File: src/rtl/uart_rx_mini.sv
// uart_rx_mini: 8N1 serial receiver with a small FIFO and a zero-wait APB slave.
//   clk, rst_n          : clock, asynchronous active-low reset
//   apbs_*              : APB slave (DATA @0x0 pops the FIFO head, STATUS @0x4)
//   rx                  : serial input, idles high, asynchronous to clk
//   rts                 : 1 = peer may send (registered from next FIFO level)
//   irq                 : not_empty | frame_err | overrun
//   dreq                : FIFO not empty
module uart_rx_mini #(
  parameter int unsigned BIT_CYCLES = 868,
  parameter int unsigned DEPTH      = 4
) (
  input  logic        clk,
  input  logic        rst_n,
  input  logic        apbs_psel,
  input  logic        apbs_penable,
  input  logic        apbs_pwrite,
  input  logic [15:0] apbs_paddr,
  input  logic [31:0] apbs_pwdata,
  output logic [31:0] apbs_prdata,
  output logic        apbs_pready,
  output logic        apbs_pslverr,
  input  logic        rx,
  output logic        rts,
  output logic        irq,
  output logic        dreq
);

  localparam int unsigned AW = $clog2(DEPTH);
  localparam int unsigned LW = AW + 1;
  localparam logic [31:0]   HALF_LOAD = 32'(BIT_CYCLES / 2 - 1);
  localparam logic [31:0]   FULL_LOAD = 32'(BIT_CYCLES - 1);
  localparam logic [LW-1:0] LVL_FULL  = LW'(DEPTH);
  localparam logic [LW-1:0] RTS_MAX   = LW'(DEPTH - 2);

  typedef enum logic [2:0] {
    S_IDLE, S_START, S_DATA, S_STOP, S_WAIT_IDLE
  } state_t;

  // Synchronizer
  logic sync1_q, sync2_q, rxs;

  always_ff @(posedge clk or negedge rst_n) begin
    if (!rst_n) begin
      sync1_q <= 1'b1;
      sync2_q <= 1'b1;
    end else begin
      sync1_q <= rx;
      sync2_q <= sync1_q;
    end
  end

  assign rxs = sync2_q;

  // Receive FSM
  state_t      state_q;
  logic [31:0] cnt_q;
  logic [2:0]  bit_idx_q;
  logic [7:0]  shift_q;
  logic        cnt_zero, stop_sample, push, ferr_set;

  assign cnt_zero    = (cnt_q == '0);
  assign stop_sample = (state_q == S_STOP) && cnt_zero;
  assign push        = stop_sample && rxs;
  assign ferr_set    = stop_sample && !rxs;

  always_ff @(posedge clk or negedge rst_n) begin
    if (!rst_n) begin
      state_q   <= S_IDLE;
      cnt_q     <= '0;
      bit_idx_q <= '0;
      shift_q   <= '0;
    end else begin
      case (state_q)
        S_IDLE: begin
          if (!rxs) begin
            state_q <= S_START;
            cnt_q   <= HALF_LOAD;
          end
        end
        S_START: begin
          if (cnt_zero) begin
            if (!rxs) begin
              state_q   <= S_DATA;
              bit_idx_q <= '0;
              cnt_q     <= FULL_LOAD;
            end else begin
              state_q <= S_IDLE;
            end
          end else begin
            cnt_q <= cnt_q - 32'd1;
          end
        end
        S_DATA: begin
          if (cnt_zero) begin
            shift_q   <= {rxs, shift_q[7:1]};
            cnt_q     <= FULL_LOAD;
            bit_idx_q <= bit_idx_q + 3'd1;
            if (bit_idx_q == 3'd7) state_q <= S_STOP;
          end else begin
            cnt_q <= cnt_q - 32'd1;
          end
        end
        S_STOP: begin
          if (cnt_zero) state_q <= rxs ? S_IDLE : S_WAIT_IDLE;
          else          cnt_q   <= cnt_q - 32'd1;
        end
        S_WAIT_IDLE: begin
          if (rxs) state_q <= S_IDLE;
        end
        default: state_q <= S_IDLE;
      endcase
    end
  end

  // APB decode
  logic       access, rd, wr;
  logic [1:0] sel;

  assign access = apbs_psel && apbs_penable;
  assign rd     = access && !apbs_pwrite;
  assign wr     = access && apbs_pwrite;
  assign sel    = apbs_paddr[3:2];

  // FIFO
  logic [7:0]    mem_q [DEPTH];
  logic [AW-1:0] wptr_q, rptr_q;
  logic [LW-1:0] level_q, level_d;
  logic          not_empty, full, pop, push_ok, ovr_set;
  logic          ferr_q, ovr_q, rts_q;
  logic          ferr_clr, ovr_clr;

  assign not_empty = (level_q != '0);
  assign full      = (level_q == LVL_FULL);
  assign pop       = rd && (sel == 2'd0) && not_empty;
  // A pop in the same cycle frees the slot, so a push into a full FIFO still lands.
  assign push_ok   = push && (!full || pop);
  assign ovr_set   = push && full && !pop;
  assign ferr_clr  = wr && (sel == 2'd1) && apbs_pwdata[2];
  assign ovr_clr   = wr && (sel == 2'd1) && apbs_pwdata[3];

  always_comb begin
    level_d = level_q;
    case ({push_ok, pop})
      2'b10:   level_d = level_q + LW'(1);
      2'b01:   level_d = level_q - LW'(1);
      default: level_d = level_q;
    endcase
  end

  always_ff @(posedge clk or negedge rst_n) begin
    if (!rst_n) begin
      wptr_q  <= '0;
      rptr_q  <= '0;
      level_q <= '0;
      ferr_q  <= 1'b0;
      ovr_q   <= 1'b0;
      rts_q   <= 1'b1;
    end else begin
      if (push_ok) wptr_q <= wptr_q + AW'(1);
      if (pop)     rptr_q <= rptr_q + AW'(1);
      level_q <= level_d;
      // A new error event wins over a clear in the same cycle.
      ferr_q  <= ferr_set || (ferr_q && !ferr_clr);
      ovr_q   <= ovr_set  || (ovr_q  && !ovr_clr);
      rts_q   <= (level_d <= RTS_MAX);
    end
  end

  always_ff @(posedge clk) begin
    if (push_ok) mem_q[wptr_q] <= shift_q;
  end

  // Read data
  always_comb begin
    apbs_prdata = '0;
    case (sel)
      2'd0: if (not_empty) apbs_prdata[7:0] = mem_q[rptr_q];
      2'd1: begin
        apbs_prdata[0]   = not_empty;
        apbs_prdata[1]   = full;
        apbs_prdata[2]   = ferr_q;
        apbs_prdata[3]   = ovr_q;
        apbs_prdata[7:4] = 4'(level_q);
      end
      default: apbs_prdata = '0;
    endcase
  end

  assign apbs_pready  = 1'b1;
  assign apbs_pslverr = 1'b0;
  assign rts          = rts_q;
  assign irq          = not_empty || ferr_q || ovr_q;
  assign dreq         = not_empty;

  logic unused_bits;
  assign unused_bits = ^{apbs_paddr[15:4], apbs_paddr[1:0],
                         apbs_pwdata[31:4], apbs_pwdata[1:0]};

endmodule

File: config.mk
export PLATFORM = sky130hd
export DESIGN_NAME = uart_rx_mini
export DESIGN_NICKNAME = d
export VERILOG_FILES = /design/src/rtl/uart_rx_mini.sv
export SDC_FILE = /design/constraint.sdc
export NUM_CORES = 1
export LEC_CHECK = 0
export CORE_MARGIN = 1.5
export CORE_UTILIZATION = 56
export CTS_BUF_LIST = sky130_fd_sc_hd__clkbuf_16
export DETAILED_ROUTE_END_ITERATION = 6
export PLACE_DENSITY_LB_ADDON = 0.3
export SETUP_SLACK_MARGIN = 0.3
export SLEW_MARGIN = 20
export SYNTH_ARGS = -nofsm -noshare
export SYNTH_HDL_FRONTEND = slang
export SYNTH_SLANG_ARGS = --single-unit
File: constraint.sdc
create_clock -name clk -period 10.57 [get_ports clk]
set_clock_uncertainty 0.2 [all_clocks]
set_input_delay 2.114 -clock clk [delete_from_list [all_inputs] [get_ports clk]]
set_output_delay 2.114 -clock clk [all_outputs]
set_load 0.1 [all_outputs]
==> results.md, run 1 <==
* Area Growth Syn to Fin at 10.96%
* Mapped Avg Cell Area at approximately 11 um2
* Synth top cells by count: 55 x dfrtp_1, 50 x nor2_1, 32 x edfxtp_1
* Number of flops mapped to enable cells by yosys at 32
* GRT Total Usage at 0.2197
* Clk slew on worst S/H paths at ~0.060 ns
* Placed instance count at between 500 and 600
* IO Port Bufs at 20
* Post-synthesis instance area at roughly 0.0045 mm2
* # setup viols final at 0
* Initial antenna violation count at 0
* Most frequent cell after synthesis: dfrtp_1
* Post-route ant nets at 0
* Clk root buf: clkbuf_16
* Routed vias at approximately 2900
* Switching Share at 0.3485
* #FFs+latches synth at 90
* Fmax at between 100 and 150 MHz
* Hold-fix buffers, CTS at 0
* Part of the power in combinational logic at 0.208
* # diodes at 0
* Insertion delay to the later sink of the worst-skew pair at between 0.3 and 0.4 ns
* WL final at around 8.3 mm
* Die width at between 90 and 100 um
* Final min period at 6.876 ns
* DRC at 0
* CP max FO at 13
* Post-DR vias/cell at 5.655
* Post-synthesis sequential area ratio at 0.5330
* Sink Count at 90
* Initial DRC count at ~190
* Share of cells above drive strength 1 at 0.1432
* PD cells at 180.4 mW/mm2
* Fin crit share at 0.6505
* Synth top area share at 0.3036
* CP Launch Type: input port
* GP Congestion at between 0.8 and 0.9
* Synth area leaders: dfrtp_1 30%, edfxtp_1 21%, buf_4 4.5%, nor2_1 4.1%, mux4_2 4.0%
* Cells after synthesis at roughly 400
* DP HPWL at approximately 5.7 mm
* Die area at around 0.0086 mm2
* Worst min path class: reg2reg
* Worst Setup Slack, final at 3.694 ns
* Family with the most delay on the worst path: buffers and inverters
* Slew headroom at 0.3427
* CTS H-tree depth at 3
* Post-Place Cell Area at ~0.0047 mm2
* Actual slew at the worst max-slew pin at 0.9829 ns
* Buf+Inv Stages, Crit Path at 2
* Status: complete, no violations
* CTS Buffer Depth at 2
* Die H at 92.97 um
* Clock share of power at 0.352
* Unrepaired setup endpoints after global routing: false
* MaxCap Viol Count at 0
* Total number of yosys warnings at 0
* Ports at 91
* WS Path Type: in2out
* Post-layout util at 0.6476
* Max incr delay on CP at approximately 1.2 ns
* Total core area at between 0.007 and 0.008 mm2
* Distinct cell type count after synthesis at 53
* Seq pwr share at 0.440
* Ys flop type: dfrtp_1
* Non-filler cells, final at ~520
* Starting density of the core at 0.5836
* Leak at 2.237 nW
* Pins Over Slew Limit at 0
* TritonCTS Buffers at 9
* Vias in the first global route at around 2900
* Peak supply drop at a little under 0.1 mV
* Largest net degree at the start of global routing at 59
* Final Cell Area at slightly above 0.005 mm2
* DP Worst Slack at roughly 3.7 ns
* Max stage delay cell, worst path: clkdlybuf4s50_1
* Async SR Flop Fraction at 0.6444
* Crit end category: primary output
* Post-CTS Resized at 0
* Crit path DAT at about 4.6 ns
* DRT Pass-1 Iters at 4
* Gr ovfl total at 0
* Post-CTS Setup Bufs at 0
* Hold Vio Cnt, Final at 0
* Most common cell on crit path: clkdlybuf4s50_1
* Setup TNS at 0 ns
* Synth area leader: dfrtp_1
* WL per Instance at 15.98 um
* Critical Path RT at 8.26 ns
* Final #Nets at between 400 and 500
* P_int at slightly below 0.6 mW
* First-pass GRT wire length at 14.50 mm
* Fillers at ~590
* FP Rows at 32
* Cells along the critical path: clkdlybuf4s50_1, nor2_1, a2111oi_0, clkdlybuf4s50_1
* CTS tree: done
* Sw power at 0.3162 mW
-- area by class of cell --
cell class	count	area [um2]	share of cell area
clock buffers	9	225.2	0.04478
well taps	102	127.6	0.02537
multi-input cells	282	1934	0.3846
flip-flops and latches	90	2416	0.4803
repair buffers	23	217.7	0.04328
inverters	8	30.03	0.005970
clock inverters	7	78.83	0.01567
-- registers in the layout, summed over array words and instances (netlist names) --
name       cells
shift_q        8
state_q        3
rxs            1
mem_q         32
bit_idx_q      3
rptr_q         2
sync1_q        1
rts            1
cnt_q         32
wptr_q         2
ovr_q          1
level_q        3
ferr_q         1
-- stage by stage --
| step | total power [mW] | hold WS, ns |
|---|---|---|
| 6_report | 0.9073 | 0.1556 |
| 5_1_grt | 0.9435 | 0.1592 |
| 4_1_cts | 0.9149 | 0.1565 |
| 3_5_place_dp | 0.5964 | 0.1468 |
| 3_3_place_gp | 0.5946 | 0.1454 |
| 2_1_floorplan | 0.5679 | 0.1452 |
-- worst register-to-register path, stage by stage, from the launching register on --
cell and delay, ns:
dfrtp_1 0.43, or4_4 0.57, or4_4 0.61, or4_1 0.77, nor2b_1 0.50, and2_1 0.47
-- worst paths after layout --
path                                from        endpoint  slack, ns  cells after the start
setup / recovery           apbs_paddr[2]  apbs_prdata[1]       3.69                      4
hold / removal                   sync1_q             rxs       0.16                      0
setup reg to reg               cnt_q[10]     mem_q[3][6]       6.67                      5
hold reg to reg                  sync1_q             rxs       0.16                      0
max in group asynchronous          rst_n       cnt_q[27]       7.96                      2
min in group asynchronous          rst_n        cnt_q[2]       1.71                      2
-- placed cells by master, fill, tap and decap left out, drive strengths merged, types with 3 or more instances in the layout --
| cell type | n |
|---|---|
| or3b | 3 |
| inv | 13 |
| mux2i | 4 |
| conb | 26 |
| or3 | 11 |
| xor2 | 10 |
| buf | 4 |
| nor3 | 17 |
| nand3 | 7 |
| dfrtp | 55 |
| clkbuf | 9 |
| ha | 7 |
| o21ai | 11 |
| a21oi | 10 |
| edfxtp | 32 |
| dfstp | 3 |
| a22oi | 4 |
| nand4 | 3 |
| a22o | 3 |
| xnor2 | 19 |
| nor4 | 14 |
| and2 | 5 |
| nand2 | 20 |
| mux4 | 8 |
| clkdlybuf4s50 | 19 |
| nand2b | 4 |
| mux2 | 12 |
| nor2 | 50 |
| or2 | 6 |
| or4 | 6 |
-- routing by layer --
metal	up-vias	wire, um	GRT usage
li1	1412	-	-
met4	0	136	0.09217
met5	-	0	0
met1	1440	3725	0.3126
met3	13	418	0.03496
met2	81	4045	0.3376
-- power by group through the flow --
stage	combinational (mW)	sequential, mW	clock (mW)
after floorplan	0.168	0.400	0
after global placement	0.187	0.407	0
after detailed placement	0.189	0.407	0
after CTS	0.189	0.400	0.325
after global routing	0.200	0.403	0.340
final	0.188	0.400	0.319
-- kinds of logic after synthesis --
| family | Yosys count | synth area share |
|---|---|---|
| and+or+nand+nor | 155 | 0.1778 |
| DFF | 90 | 0.5330 |
| buffers and inverters | 51 | 0.06569 |
| AOI/OAI and AO/OA | 40 | 0.06100 |
| xor gates and xnor gates | 29 | 0.05603 |
| muxes | 24 | 0.08115 |
| adders and majority gates | 8 | 0.02374 |
| other | 2 | 0.001657 |
No activity file was read; power rests on OpenSTA's default activity.
==> run 2, diff against run 1 <==
--- a/config.mk
+++ b/config.mk
@@ -6,7 +6,7 @@
 export NUM_CORES = 1
 export LEC_CHECK = 0
 export CORE_MARGIN = 1.5
-export CORE_UTILIZATION = 56
+export CORE_UTILIZATION = 47
 export CTS_BUF_LIST = sky130_fd_sc_hd__clkbuf_16
 export DETAILED_ROUTE_END_ITERATION = 6
 export PLACE_DENSITY_LB_ADDON = 0.3
==> constraint.sdc (replaced) <==
create_clock -name clk -period 5.8 [get_ports clk]
set_clock_uncertainty 0.2 [all_clocks]
set_input_delay 1.16 -clock clk [delete_from_list [all_inputs] [get_ports clk]]
set_output_delay 1.16 -clock clk [all_outputs]
set_load 0.1 [all_outputs]
==> run 2 against run 1 <==
Against the previous run:
- register-to-register slack got worse by 4.8 ns
- first-iteration DRC count shrank 13%
- sequential cell count did not move
- global-route usage fell by 5.1 points
- worst setup slack worse by 2.2 ns
- cell count is 5.2% higher
- largest power group unchanged
==> results.md, run 2 (synthesis results as in run 1) <==
* Largest net degree at the start of global routing at 59 (unchanged)
* Insertion delay to the later sink of the worst-skew pair at 0.34 ns (about the same)
* Worst Setup Slack, final at 1.494 ns (-2.200 ns)
* Clk root buf: clkbuf_16
* WL per Instance at 14.68 um (-8.1%)
* Commonest cells after routing, fill and taps aside: 55 x dfrtp_1, 50 x nor2_1, 32 x edfxtp_1
* Launching point of the worst reg2reg path: cnt_q[10]
* Max Used Layer: met4
* Crit path DAT at 2.95 ns (-1.61 ns)
* # setup viols final at 0 (unchanged)
* Min-delay src: sync1_q
* DRT Pass-1 Iters at 4 (unchanged)
* Die area at 0.01024 mm2 (+19%)
* Min Hold Slack at 0.1558 ns (+0.0002210 ns)
* PD cells at 330.7 mW/mm2 (+83%)
* Post-Place Cell Area at 0.004752 mm2 (+0.56%)
* Fmax at around 230 MHz
* Critical path startpoint: level_q[0]
* Area Growth Syn to Fin at 11.68%
* Hold-fix buffers, CTS at 0 (unchanged)
* Setup TNS at 0 ns (unchanged)
* Commonest non-fill, non-tap cell in the layout: dfrtp_1
* TritonCTS Buffers at 9 (unchanged)
* Clk slew on worst S/H paths at 0.07 ns (about the same)
* M1 WL at 3.853 mm (+3.4%)
* Pins Over Slew Limit at 0 (unchanged)
* DRC at 0 (unchanged)
* Post-route ant nets at 0 (unchanged)
* Peak supply drop at 0.1762 mV (+83%)
* Family with the most delay on the worst path: buffers and inverters
* CP max FO at 7 (-6)
* Starting density of the core at 0.4883 (-0.09533)
* Top Registers: cnt_q: 32 flops, mem_q: 32 flops, shift_q: 8 flops
* Clock share of power at 0.358 (+0.006)
* Seq pwr share at 0.436 (-0.004)
* Share of cells above drive strength 1 at 0.1671 (+0.02387)
* CTS Buffer Depth at 2 (unchanged)
* Hold path depth at 0 (unchanged)
* Post-CTS Resized at 0 (unchanged)
* RR Endpoint: mem_q[1][4]
* Initial DRC count at 167 (-13%)
* Fillers at 786 (+33%)
* Cells along the critical path: nor3_1, inv_1, or3_1, clkdlybuf4s50_1
* Worst min path class: reg2reg
* Multi-input logic area at 0.001947 mm2 (+0.65%)
* Vias in the first global route at 2726 (-5.2%)
* Routed wl met2 at 3.757 mm (-7.1%)
* Met3 WL at 327 um (-22%)
* FP Rows at 35 (+9.4%)
* MaxCap Viol Count at 0 (unchanged)
* Part of the power in combinational logic at 0.207 (about the same)
* Die width at 101.2 um (+8.9%)
* R2r setup slk at 1.88 ns (-4.79 ns)
* DP HPWL at 5.520 mm (-2.8%)
* Slew headroom at 0.3545 (+0.01183)
* GRT Total Usage at 0.1691 (-0.05059)
* Hold path endpoint: rxs
* Sink Count at 90 (unchanged)
* Gr ovfl total at 0 (unchanged)
* Unrepaired setup endpoints after global routing: false
* Critical Path RT at 4.44 ns (-3.82 ns)
* Fin crit share at 0.7425
* DP Worst Slack at 1.298 ns (-2.370 ns)
* Design Power at 1.674 mW (+84%)
* Ports at 91 (unchanged)
* WS Path Type: reg2out
* Switching Share at 0.3367 (-0.01181)
* Sw power at 0.5637 mW (+78%)
* Crit end category: primary output
* Die H at 101.2 um (+8.9%)
* Actual slew at the worst max-slew pin at 0.9652 ns (-0.01768 ns)
* R2R depth at 5 (unchanged)
* Post-CTS Setup Bufs at 0 (unchanged)
* IO Port Bufs at 20 (unchanged)
* Initial antenna violation count at 0 (unchanged)
* Final #Nets at 476 (unchanged)
* Routed vias at 2901 (-1.5%)
* WL final at 8.046 mm (-3.4%)
* CTS H-tree depth at 3 (unchanged)
* Final min period at between 4 and 5 ns
* GP Congestion at 0.8163 (+0.77%)
* CP Launch Type: flip-flop
* First-pass GRT wire length at 13.39 mm (-7.7%)
* Hold Vio Cnt, Final at 0 (unchanged)
* Leak at 2.249 nW (+0.52%)
* Post-DR vias/cell at 5.294 (-6.4%)
* Status: complete, no violations
* Max stage delay cell, worst path: clkdlybuf4s50_1
* Buf+Inv Stages, Crit Path at 2 (unchanged)
* CTS tree: done
* P_int at 1.110 mW (+88%)
* Max incr delay on CP at 0.97 ns (-0.25 ns)
* Final Cell Area at 0.005062 mm2 (+0.65%)
* Total core area at 0.009284 mm2 (+20%)
* # diodes at 0 (unchanged)
* Reg area at 0.002416 mm2 (unchanged)
run 2: cell count changes in the layout (fill, tap and decap cells not counted):
cell             before  now
buf_4                 3   11
nor4b_1               1    0
inv_8                 4    2
bufinv_16             0    1
clkinvlp_4            0    2
a2111oi_2             0    1
nor4b_2               0    1
clkdlybuf4s50_1      19   11
clkinv_8              1    0
a2111oi_0             1    0
run 2: per-layer routing:
metal / GRT usage / up-vias
met5: 0 / -
met4: 0.06197 / 0
met3: 0.02277 / 7
met1: 0.2462 / 1418
met2: 0.2617 / 75
li1: - / 1401
run 2: how the worst max path moves through the flow:
stage,end,slack [ns],cells after the start
detailed placement,rts,1.30,10
global route,irq,1.37,4
CTS,irq,1.48,4
finish,irq,1.49,4
global placement,rts,1.42,10
floorplan,apbs_prdata[6],0.83,3
run 2: layout make-up:
class	instances	share of cell area
repair buffers	23	0.03905
flip-flops and latches	90	0.4773
clock buffers	9	0.04449
clock inverters	7	0.01681
inverters	8	0.005932
well taps	129	0.03188
multi-input cells	282	0.3846
run 2: per-stage QoR:
| stage | utilization | std cells |
|---|---|---|
| 2_1_floorplan | - | 423 |
| 3_3_place_gp | 0.5119 | 532 |
| 3_5_place_dp | 0.5119 | 532 |
| 4_1_cts | 0.5453 | 548 |
| 5_1_grt | 0.5453 | 548 |
| 6_report | 0.5453 | 548 |
run 2: power groups by stage:
| stage | clock network (mW) | registers, mW | logic (mW) |
|---|---|---|---|
| after global placement | 0 | 0.743 | 0.343 |
| after detailed placement | 0 | 0.743 | 0.348 |
| after global routing | 0.633 | 0.736 | 0.363 |
| final | 0.599 | 0.729 | 0.346 |
| after CTS | 0.607 | 0.731 | 0.347 |
| after floorplan | 0 | 0.729 | 0.309 |
==> run 3, diff against run 2 <==
==> constraint.sdc (replaced) <==
create_clock -name clk -period 3.84 [get_ports clk]
set_clock_uncertainty 0.2 [all_clocks]
set_input_delay 0.768 -clock clk [delete_from_list [all_inputs] [get_ports clk]]
set_output_delay 0.768 -clock clk [all_outputs]
set_load 0.1 [all_outputs]
==> run 3 against run 2 <==
Against the previous run:
- first-iteration DRC count is 25% lower
- cell count is 2.9% higher
- design area is 4.5% higher
- combinational power is 64% higher
- count of clock-buffer cells in the layout stayed put
- core utilization is 2.5 points higher
- power is 53% higher
- worst setup slack worse by 1.1 ns
==> results.md, run 3 (synthesis results as in run 1) <==
* Status: complete, no violations
* GP Congestion at 0.8329 (+2.0%)
* IO Port Bufs at 20 (unchanged)
* Clk root buf: clkbuf_16
* Clock share of power at 0.345 (-0.013)
* Initial antenna violation count at 0 (unchanged)
* P_int at 1.658 mW (+49%)
* WL per Instance at 15.12 um (+3.0%)
* Cells along the critical path: or4_4, or4_4, or4_4, nand2_2, fa_2, nand2b_1, mux2_2, o31a_1, nand3_1, a311oi_2
* Slew headroom at 0.3583 (+0.003734)
* Unrepaired setup endpoints after global routing: false
* Top Registers: cnt_q: 32 flops, mem_q: 32 flops, shift_q: 8 flops
* Commonest non-fill, non-tap cell in the layout: dfrtp_1
* # diodes at 0 (unchanged)
* Gr ovfl total at 0 (unchanged)
* Final #Nets at 492 (+3.4%)
* Final min period at around 3.4 ns
* Design Power at 2.557 mW (+53%)
* Crit end category: flip-flop
* Post-DR vias/cell at 5.287 (-0.12%)
* Peak supply drop at 0.3432 mV (+95%)
* Vias in the first global route at 2912 (+6.8%)
* Max stage delay cell, worst path: or4_4
* Seq pwr share at 0.432 (-0.004)
* Ports at 91 (unchanged)
* Critical Path RT at 3.89 ns (-0.55 ns)
* WL final at 8.528 mm (+6.0%)
* Pins Over Slew Limit at 0 (unchanged)
* PD cells at 483.0 mW/mm2 (+46%)
* Die width at 101.2 um (unchanged)
* CP max FO at 5 (-2)
* MaxCap Viol Count at 0 (unchanged)
* Clk slew on worst S/H paths at 0.07 ns (about the same)
* Actual slew at the worst max-slew pin at 0.9596 ns (-0.005583 ns)
* Worst min path class: reg2reg
* Sink Count at 90 (unchanged)
* Total core area at 0.009284 mm2 (unchanged)
* DP HPWL at 5.835 mm (+5.7%)
* Hold Vio Cnt, Final at 0 (unchanged)
* Leak at 2.368 nW (+5.3%)
* Starting density of the core at 0.4883 (unchanged)
* M1 WL at 4.009 mm (+4.0%)
* Area Growth Syn to Fin at 16.75%
* DRT Pass-1 Iters at 4 (unchanged)
* FP Rows at 35 (unchanged)
* Insertion delay to the later sink of the worst-skew pair at 0.34 ns (about the same)
* CTS tree: done
* # setup viols final at 0 (unchanged)
* GRT Total Usage at 0.1780 (+0.008851)
* TritonCTS Buffers at 9 (unchanged)
* Crit path DAT at 3.49 ns (+0.54 ns)
* Fmax at 290.8 MHz
* Buf+Inv Stages, Crit Path at 0 (-2)
* Commonest cells after routing, fill and taps aside: 55 x dfrtp_1, 50 x nor2_1, 32 x edfxtp_1
* Min Hold Slack at 0.1625 ns (+0.006720 ns)
* Post-route ant nets at 0 (unchanged)
* Most common cell on crit path: or4_4
* DRC at 0 (unchanged)
* Max incr delay on CP at 0.58 ns (-0.39 ns)
* First-pass GRT wire length at 14.32 mm (+6.9%)
* Fillers at 749 (-4.7%)
* Share of cells above drive strength 1 at 0.2138 (+0.04673)
* CP Launch Type: flip-flop
* Routed vias at 2982 (+2.8%)
* R2r setup slk at 0.40 ns (-1.48 ns)
* Largest net degree at the start of global routing at 33 (-44%)
* Switching Share at 0.3513 (+0.01458)
* Family with the most delay on the worst path: simple AND/OR/NAND/NOR gates
* Sw power at 0.8981 mW (+59%)
* Routed wl met2 at 4.093 mm (+8.9%)
* Fin crit share at 0.8954
* CTS H-tree depth at 3 (unchanged)
* WS Path Type: reg2reg
* Initial DRC count at 126 (-25%)
* Die H at 101.2 um (unchanged)
* Die area at 0.01024 mm2 (unchanged)
* Met3 WL at 273 um (-17%)
* CTS Buffer Depth at 2 (unchanged)
* Part of the power in combinational logic at 0.223 (+0.016)
* Max Used Layer: met4
==> run 3: changes by cell type in the layout (fill, tap and decap cells not counted), sizes merged <==
cell / before / now
clkinvlp: 2 / 0
buf: 12 / 30
clkinv: 1 / 3
bufinv: 1 / 0
clkdlybuf4s50: 11 / 9
inv: 11 / 12
==> run 3: final timing paths <==
path,startpoint,endpoint,depth (start not counted)
worst max-delay path,cnt_q[10],rts,10
worst min-delay path,sync1_q,rxs,0
worst max register to register,cnt_q[10],rts,10
worst min register to register,sync1_q,rxs,0
max in group asynchronous,rst_n,sync1_q,2
min in group asynchronous,rst_n,cnt_q[24],1
==> run 3: worst reg2reg max path: stages, from the launching register on <==
cell      delay (ns)
dfrtp_1         0.41
or4_4           0.56
or4_4           0.51
or4_4           0.58
nand2_2         0.11
fa_2            0.24
nand2b_1        0.13
mux2_2          0.15
o31a_1          0.12
nand3_1         0.11
a311oi_2        0.26
==> run 3: routing by layer <==
metal / GRT usage / up-vias
met1: 0.2470 / 1461
met2: 0.2938 / 68
li1: - / 1438
met3: 0.01725 / 15
met4: 0.06517 / 0
met5: 0 / -
==> run 3: cell type report <==
class,instances,area [um2],area share
sequential,90,2416,0.4565
multi-input combinational,282,1966,0.3714
timing repair buffer,39,412.9,0.07801
clock buffer,9,225.2,0.04255
tap,129,161.4,0.03050
clock inverter,7,81.33,0.01537
inverter,8,30.03,0.005674
==> run 3: power groups by stage <==
stage	combinational, mW	sequential [mW]	clock (mW)
2_1_floorplan	0.470	1.10	0
3_3_place_gp	0.554	1.12	0
4_1_cts	0.560	1.11	0.897
5_1_grt	0.599	1.12	0.936
3_5_place_dp	0.560	1.12	0
6_report	0.569	1.10	0.883
==> run 3: metrics by stage <==
stage,cell area [um2],TNS (ns),instances,util,setup WS (ns)
finish,5293,0,564,0.5701,0.4016
floorplan,4646,-0.1849,423,-,-0.1849
global placement,4955,0,546,0.5337,0.3754
global route,5293,0,564,0.5701,0.2910
detailed placement,4955,0,546,0.5337,0.2980
CTS,5266,0,562,0.5673,0.3109
==> run 3: timing repair <==
| action | CTS | global route |
|---|---|---|
| pin swaps | 0 | 2 |
| cloned | 0 | 0 |
| endpoints found under the setup margin | 1 | 33 |
| resized for setup | 1 | 4 |
| buffers inserted | 0 | 2 |
| hold buffers | 0 | 0 |
==> patch 1, RTL diff (settings of run 2) <==
Encoding of `state_t`: now one-hot (5 bits for 5 states).
--- a/src/rtl/uart_rx_mini.sv
+++ b/src/rtl/uart_rx_mini.sv
@@ -32,8 +32,8 @@
   localparam logic [LW-1:0] LVL_FULL  = LW'(DEPTH);
   localparam logic [LW-1:0] RTS_MAX   = LW'(DEPTH - 2);
 
-  typedef enum logic [2:0] {
-    S_IDLE, S_START, S_DATA, S_STOP, S_WAIT_IDLE
+  typedef enum logic [4:0] {
+    S_IDLE = 5'b00001, S_START = 5'b00010, S_DATA = 5'b00100, S_STOP = 5'b01000, S_WAIT_IDLE = 5'b10000
   } state_t;
 
   // Synchronizer
Function: same outputs for any inputs over 10 cycles, from zero or initial values and one cycle with rst_n low; not proved beyond that.
==> patch 1 against run 2 <==
  * Non-clock buffer count is 3 higher
  * Synthesized area increased by 6.2%
  * Wire length grew 21%
  * Maximum frequency grew 4.5%
  * Total power rose by 12%
  * Die area is 6.0% higher
  * Worst setup slack improved by 0.18 ns
  * Utilization decreased by 1.0 points
  * Sequential cell count increased by 2
  * Sequential power is 5.6% higher
  * Cell count up 9.5%
  * Via count increased by 18%
  * Clock power is 3.3% lower
  * Design area is 4.2% higher
  * Largest cell class unchanged
  * Largest power group unchanged
  * Highest routed layer unchanged
==> patch 1: results (changes against run 2) <==
[metrics] critical path launch point type: flop
[metrics] register-to-register setup slack: 2.01 ns (+0.13 ns)
[metrics] capture point of the worst reg-to-reg path: rts
[metrics] Hold Vio Cnt, Final: 0 (unchanged)
[metrics] Global Route met3 Usage: 2.63% (+0.35 points)
[metrics] proportion of synthesized chip area in sequential cells: 51.2% (-2.1 points)
[metrics] leading post-synthesis cells by cell area: sky130_fd_sc_hd__dfrtp_1 (29%), sky130_fd_sc_hd__edfxtp_1 (20%), sky130_fd_sc_hd__buf_4 (4.1%)
[metrics] buffers added on ports: 20 (unchanged)
[metrics] Critical path origin: level_q[0]
[metrics] Num CTS Buffers: 9 (unchanged)
[metrics] detailed-route via count: 3422 (+18%)
[metrics] DP HPWL: 6660 um (+21%)
[metrics] fraction of registers with async set/reset: 65.2% (+0.77 points)
[metrics] post-CTS resize count: 0 (unchanged)
[metrics] Post-layout nets: 526 (+11%)
[metrics] outcome: finished clean
[metrics] global-route usage over all layers: 19.0% (+2.1 points)
[metrics] fraction of final layout cells with drive strength greater than 1: 12.6% (-4.1 points)
[metrics] FF-to-FF Start: cnt_q[4]
[metrics] standby leakage power: 2.23 nW (-0.95%)
[metrics] global-route wire length before repair: 16400 um (+22%)
[metrics] number of global-route vias before repair: 3277 (+20%)
[metrics] total placed cells including tap cells: 584 (+9.8%)
[metrics] count of different cell masters after synthesis: 61 (+15%)
[metrics] most numerous cell types in the synthesized netlist: sky130_fd_sc_hd__dfrtp_1 (56), sky130_fd_sc_hd__nand2_1 (45), sky130_fd_sc_hd__nor2_1 (37)
[metrics] pin count of the biggest net entering global routing: 61 (+3.4%)
[metrics] count of fill cells added during filler insertion: 843 (+7.3%)
[metrics] insertion delay of the later-clocked pin in the worst-skew pair: around 0.35 ns
[metrics] fmax: 243 MHz (+4.5%)
[metrics] Worst VDD drop: 0.147 mV (-16%)
[metrics] arrival time at the worst endpoint: 2.76 ns (-0.19 ns)
[metrics] R2R cell count: 11 (+6)
[metrics] portion of synthesized cell area occupied by the leading cell type: 29.1% (-1.3 points)
[metrics] total of warnings raised by yosys: 0 (unchanged)
[metrics] measured slew at the worst slew-check pin: 1.00 ns (+0.0345 ns)
[metrics] met2 usage in global routing: 30.3% (+4.1 points)
[metrics] kind of cell adding the most delay to the critical path: buffers and inverters
[metrics] routed wire length per instance: 16.2 um (+11%)
[metrics] average cell area after synthesis: 10.6 um2 (-6.6%)
[metrics] DRC marker count from the first detailed-route iteration: 321 (+92%)
[metrics] number of antenna cells inserted: 0 (unchanged)
[metrics] antenna violations before repair: 0 (unchanged)
[metrics] final weighted congestion in routability-driven placement: 0.812 (-0.56%)
[metrics] GR Layer Usage met1: 26.2% (+1.5 points)
[metrics] Post-synth EDFFs: 32 (unchanged)
[metrics] post-detailed-route via-to-cell ratio: 5.70 (+7.7%)
[metrics] maximum fanout along the worst path: 6 (-1)
[metrics] Post-Place Worst Slack: 1.44 ns (+0.144 ns)
==> patch 1: cell count changes in the layout (fill, tap and decap cells not counted), sizes merged, moves of 5 or more <==
cell / run 2 / this run
a21oi: 10 / 20
o21ai: 11 / 23
xnor2: 19 / 11
nor3: 17 / 24
xor2: 10 / 2
or2: 6 / 1
a31oi: 0 / 15
nand2: 20 / 45
mux2: 12 / 2
nor2: 50 / 37
==> patch 1: logic make-up (layout without fill, tap and decap cells) <==
group                    count (synthesis)  in the layout  share of synthesized area [%]
multiplexers                            12             12                           4.62
other                                    2             26                          0.156
buffers and inverters                   61             50                           7.17
XOR/XNOR                                13             13                           2.36
adder cells (fa/ha/maj)                 10             10                           2.75
AO/OA/AOI/OAI                           91             91                           12.1
AND/OR/NAND/NOR                        173            173                           19.6
flip-flops                              92             92                           51.2
==> patch 1: report_power, final <==
| group | switching, mW | internal (mW) |
|---|---|---|
| sequential | 0.0641 | 0.706 |
| clock | 0.246 | 0.333 |
| combinational | 0.378 | 0.147 |
==> patch 1: routing by layer <==
layer,up-vias,part of all wire [%]
met5,-,0
met4,0,1.9
met3,14,5.7
met2,107,47
met1,1675,46
li1,1626,-
==> patch 1: how the worst min path moves through the flow <==
stage / endpoint / slack, ns / startpoint
finish: rxs / 0.16 / sync1_q
global route: rxs / 0.16 / sync1_q
CTS: rxs / 0.16 / sync1_q
detailed placement: rxs / 0.15 / sync1_q
global placement: rxs / 0.15 / sync1_q
floorplan: rxs / 0.15 / sync1_q
==> patch 1: final cells by class <==
cell class / count / area share [%]
sequential: 92 / 46.8
clock inverter: 7 / 1.28
multi-input combinational: 325 / 39.8
tap: 133 / 3.15
timing repair buffer: 26 / 4.17
clock buffer: 9 / 4.27
inverter: 8 / 0.569
==> patch 1: metrics by stage <==
| stage | hold slack [ns] | area [um2] | power (mW) |
|---|---|---|---|
| finish | 0.156 | 5280 | 1.87 |
| global route | 0.159 | 5280 | 1.96 |
| CTS | 0.156 | 5280 | 1.88 |
| detailed placement | 0.147 | 4980 | 1.30 |
| global placement | 0.145 | 4980 | 1.29 |
| floorplan | 0.145 | 4910 | 1.19 |
==> patch 1: worst reg2reg max path, stage by stage (launching register included) <==
cell and delay, ns:
sky130_fd_sc_hd__dfrtp_1 0.45, sky130_fd_sc_hd__or4_1 0.64, sky130_fd_sc_hd__or4_4 0.65, sky130_fd_sc_hd__nor3_2 0.16, sky130_fd_sc_hd__and4_1 0.41, sky130_fd_sc_hd__inv_1 0.10, sky130_fd_sc_hd__ha_1 0.23, sky130_fd_sc_hd__fa_1 0.38
sky130_fd_sc_hd__xnor2_1 0.13, sky130_fd_sc_hd__nor2_1 0.11, sky130_fd_sc_hd__xor2_1 0.20, sky130_fd_sc_hd__a21oi_1 0.07
==> patch 2, RTL diff (config.mk and constraints of run 2) <==
Made on the original files. Change the parameter `DEPTH` from 4 to 8.
--- a/src/rtl/uart_rx_mini.sv
+++ b/src/rtl/uart_rx_mini.sv
@@ -7,7 +7,7 @@
 //   dreq                : FIFO not empty
 module uart_rx_mini #(
   parameter int unsigned BIT_CYCLES = 868,
-  parameter int unsigned DEPTH      = 4
+  parameter int unsigned DEPTH      = 8
 ) (
   input  logic        clk,
   input  logic        rst_n,
Check against the original RTL: no difference found for any inputs over 10 cycles, from zero or initial values and one cycle with rst_n low; that may be too few to reach the edited logic, so the function may still have changed.
==> patch 2 against run 2 <==
  * Sequential cell count rose by 35
  * Maximum frequency down 4.3%
  * Total power rose by 38%
  * Global-route usage increased by 1.7 points
  * Critical path depth increased by 1
  * Critical path type unchanged
  * Synthesized area up 40%
  * Worst setup slack got worse by 0.19 ns
  * Wire length increased by 54%
  * Largest power group is now the clock network
  * Via count increased by 43%
  * Design area increased by 40%
  * Sequential power up 39%
==> patch 2: results (changes against run 2) <==
[metrics] minimum hold slack: 0.155 ns (-0.000542 ns)
[metrics] Post-Route WL: 12400 um (+54%)
[metrics] number of global-route vias before repair: 3984 (+46%)
[metrics] Post-layout nets: 594 (+25%)
[metrics] top_reg_cell synth: sky130_fd_sc_hd__edfxtp_1
[metrics] area share of fa/ha/maj cells after synthesis: 1.78% (-0.60 points)
[metrics] global-route wire length before repair: 20600 um (+53%)
[metrics] biggest regs: mem_q: 64 flops, cnt_q: 32 flops, shift_q: 8 flops
[metrics] Sequential cell area: 3450 um2 (+43%)
[metrics] count of different cell masters after synthesis: 65 (+23%)
[metrics] routed wire length per instance: 17.2 um (+17%)
[metrics] leading post-synthesis cells by cell area: sky130_fd_sc_hd__edfxtp_1 (30%), sky130_fd_sc_hd__dfrtp_1 (23%), sky130_fd_sc_hd__mux4_2 (5.7%)
[metrics] Post-Place Worst Slack: 1.37 ns (+0.0733 ns)
[metrics] Num CTS Buffers: 17 (+8)
[metrics] Max transition margin: 34.9% (-0.60 points)
[metrics] DP HPWL: 8090 um (+47%)
[metrics] final weighted congestion in routability-driven placement: 0.805 (-1.4%)
[metrics] proportion of synthesized chip area in sequential cells: 54.5% (+1.2 points)
[metrics] gate count of the mapped netlist: 519 (+30%)
[metrics] Post-synth EDFFs: 64 (+100%)
[metrics] R2R cell count: 12 (+7)
[metrics] capture point of the worst reg-to-reg path: rts
[metrics] multiplexer fraction of the synthesized cell area: 8.75% (+0.63 points)
[metrics] insertion delay of the later-clocked pin in the worst-skew pair: 0.41 ns (+0.07 ns)
[metrics] global-route usage over all layers: 18.6% (+1.7 points)
[metrics] register-to-register setup slack: 2.21 ns (+0.33 ns)
[metrics] fraction of final layout cells with drive strength greater than 1: 17.3% (+0.57 points)
[metrics] DP Area: 6530 um2 (+37%)
[metrics] H-tree depth reported by CTS: 4 (+1)
[metrics] maximum fanout along the worst path: 18 (+11)
[metrics] outcome: finished clean
[metrics] DRC marker count from the first detailed-route iteration: 373 (+120%)
[metrics] detailed-route via count: 4148 (+43%)
## patch 2: how the worst max path moves through the flow
stage / to / slack, ns / cells after the start / startpoint
final: apbs_prdata[0] / 1.30 / 5 / rptr_q[1]
after global routing: apbs_prdata[0] / 1.17 / 5 / rptr_q[1]
after CTS: apbs_prdata[0] / 1.25 / 5 / rptr_q[1]
after detailed placement: rts / 1.37 / 12 / apbs_paddr[2]
after global placement: apbs_prdata[0] / 1.43 / 4 / apbs_paddr[2]
after floorplan: apbs_prdata[1] / 0.63 / 3 / apbs_paddr[2]
## patch 2: layout make-up
cell class              instances  area share [%]
inverters                      13           0.687
clock inverters                14            1.83
well taps                     176            3.10
clock buffers                  18            6.34
repair buffers                 26            3.13
flip-flops and latches        125            48.6
multi-input cells             348            36.3
## patch 2: routing by layer
| metal | vias up | global-route usage [%] | part of all wire (%) |
|---|---|---|---|
| li1 | 1972 | - | - |
| met1 | 2029 | 25.8 | 46 |
| met2 | 125 | 29.0 | 47 |
| met3 | 22 | 4.12 | 5.0 |
| met4 | 0 | 6.55 | 1.7 |
| met5 | - | 0 | 0 |
## patch 2: cell families (layout without fill, tap and decap cells)
group	after synthesis	count (layout)
AO/OA/AOI/OAI	102	102
XOR/XNOR	10	10
adder cells (fa/ha/maj)	9	9
buffers and inverters	70	71
flip-flops	125	125
multiplexers	34	34
other	2	26
AND/OR/NAND/NOR	167	167
## patch 2: where the power goes
group          switching [mW]  total, mW  leakage, nW  internal (mW)
clock network           0.401       1.02        0.277          0.622
registers              0.0584       1.01         1.55          0.947
logic                   0.195      0.286        0.987         0.0912
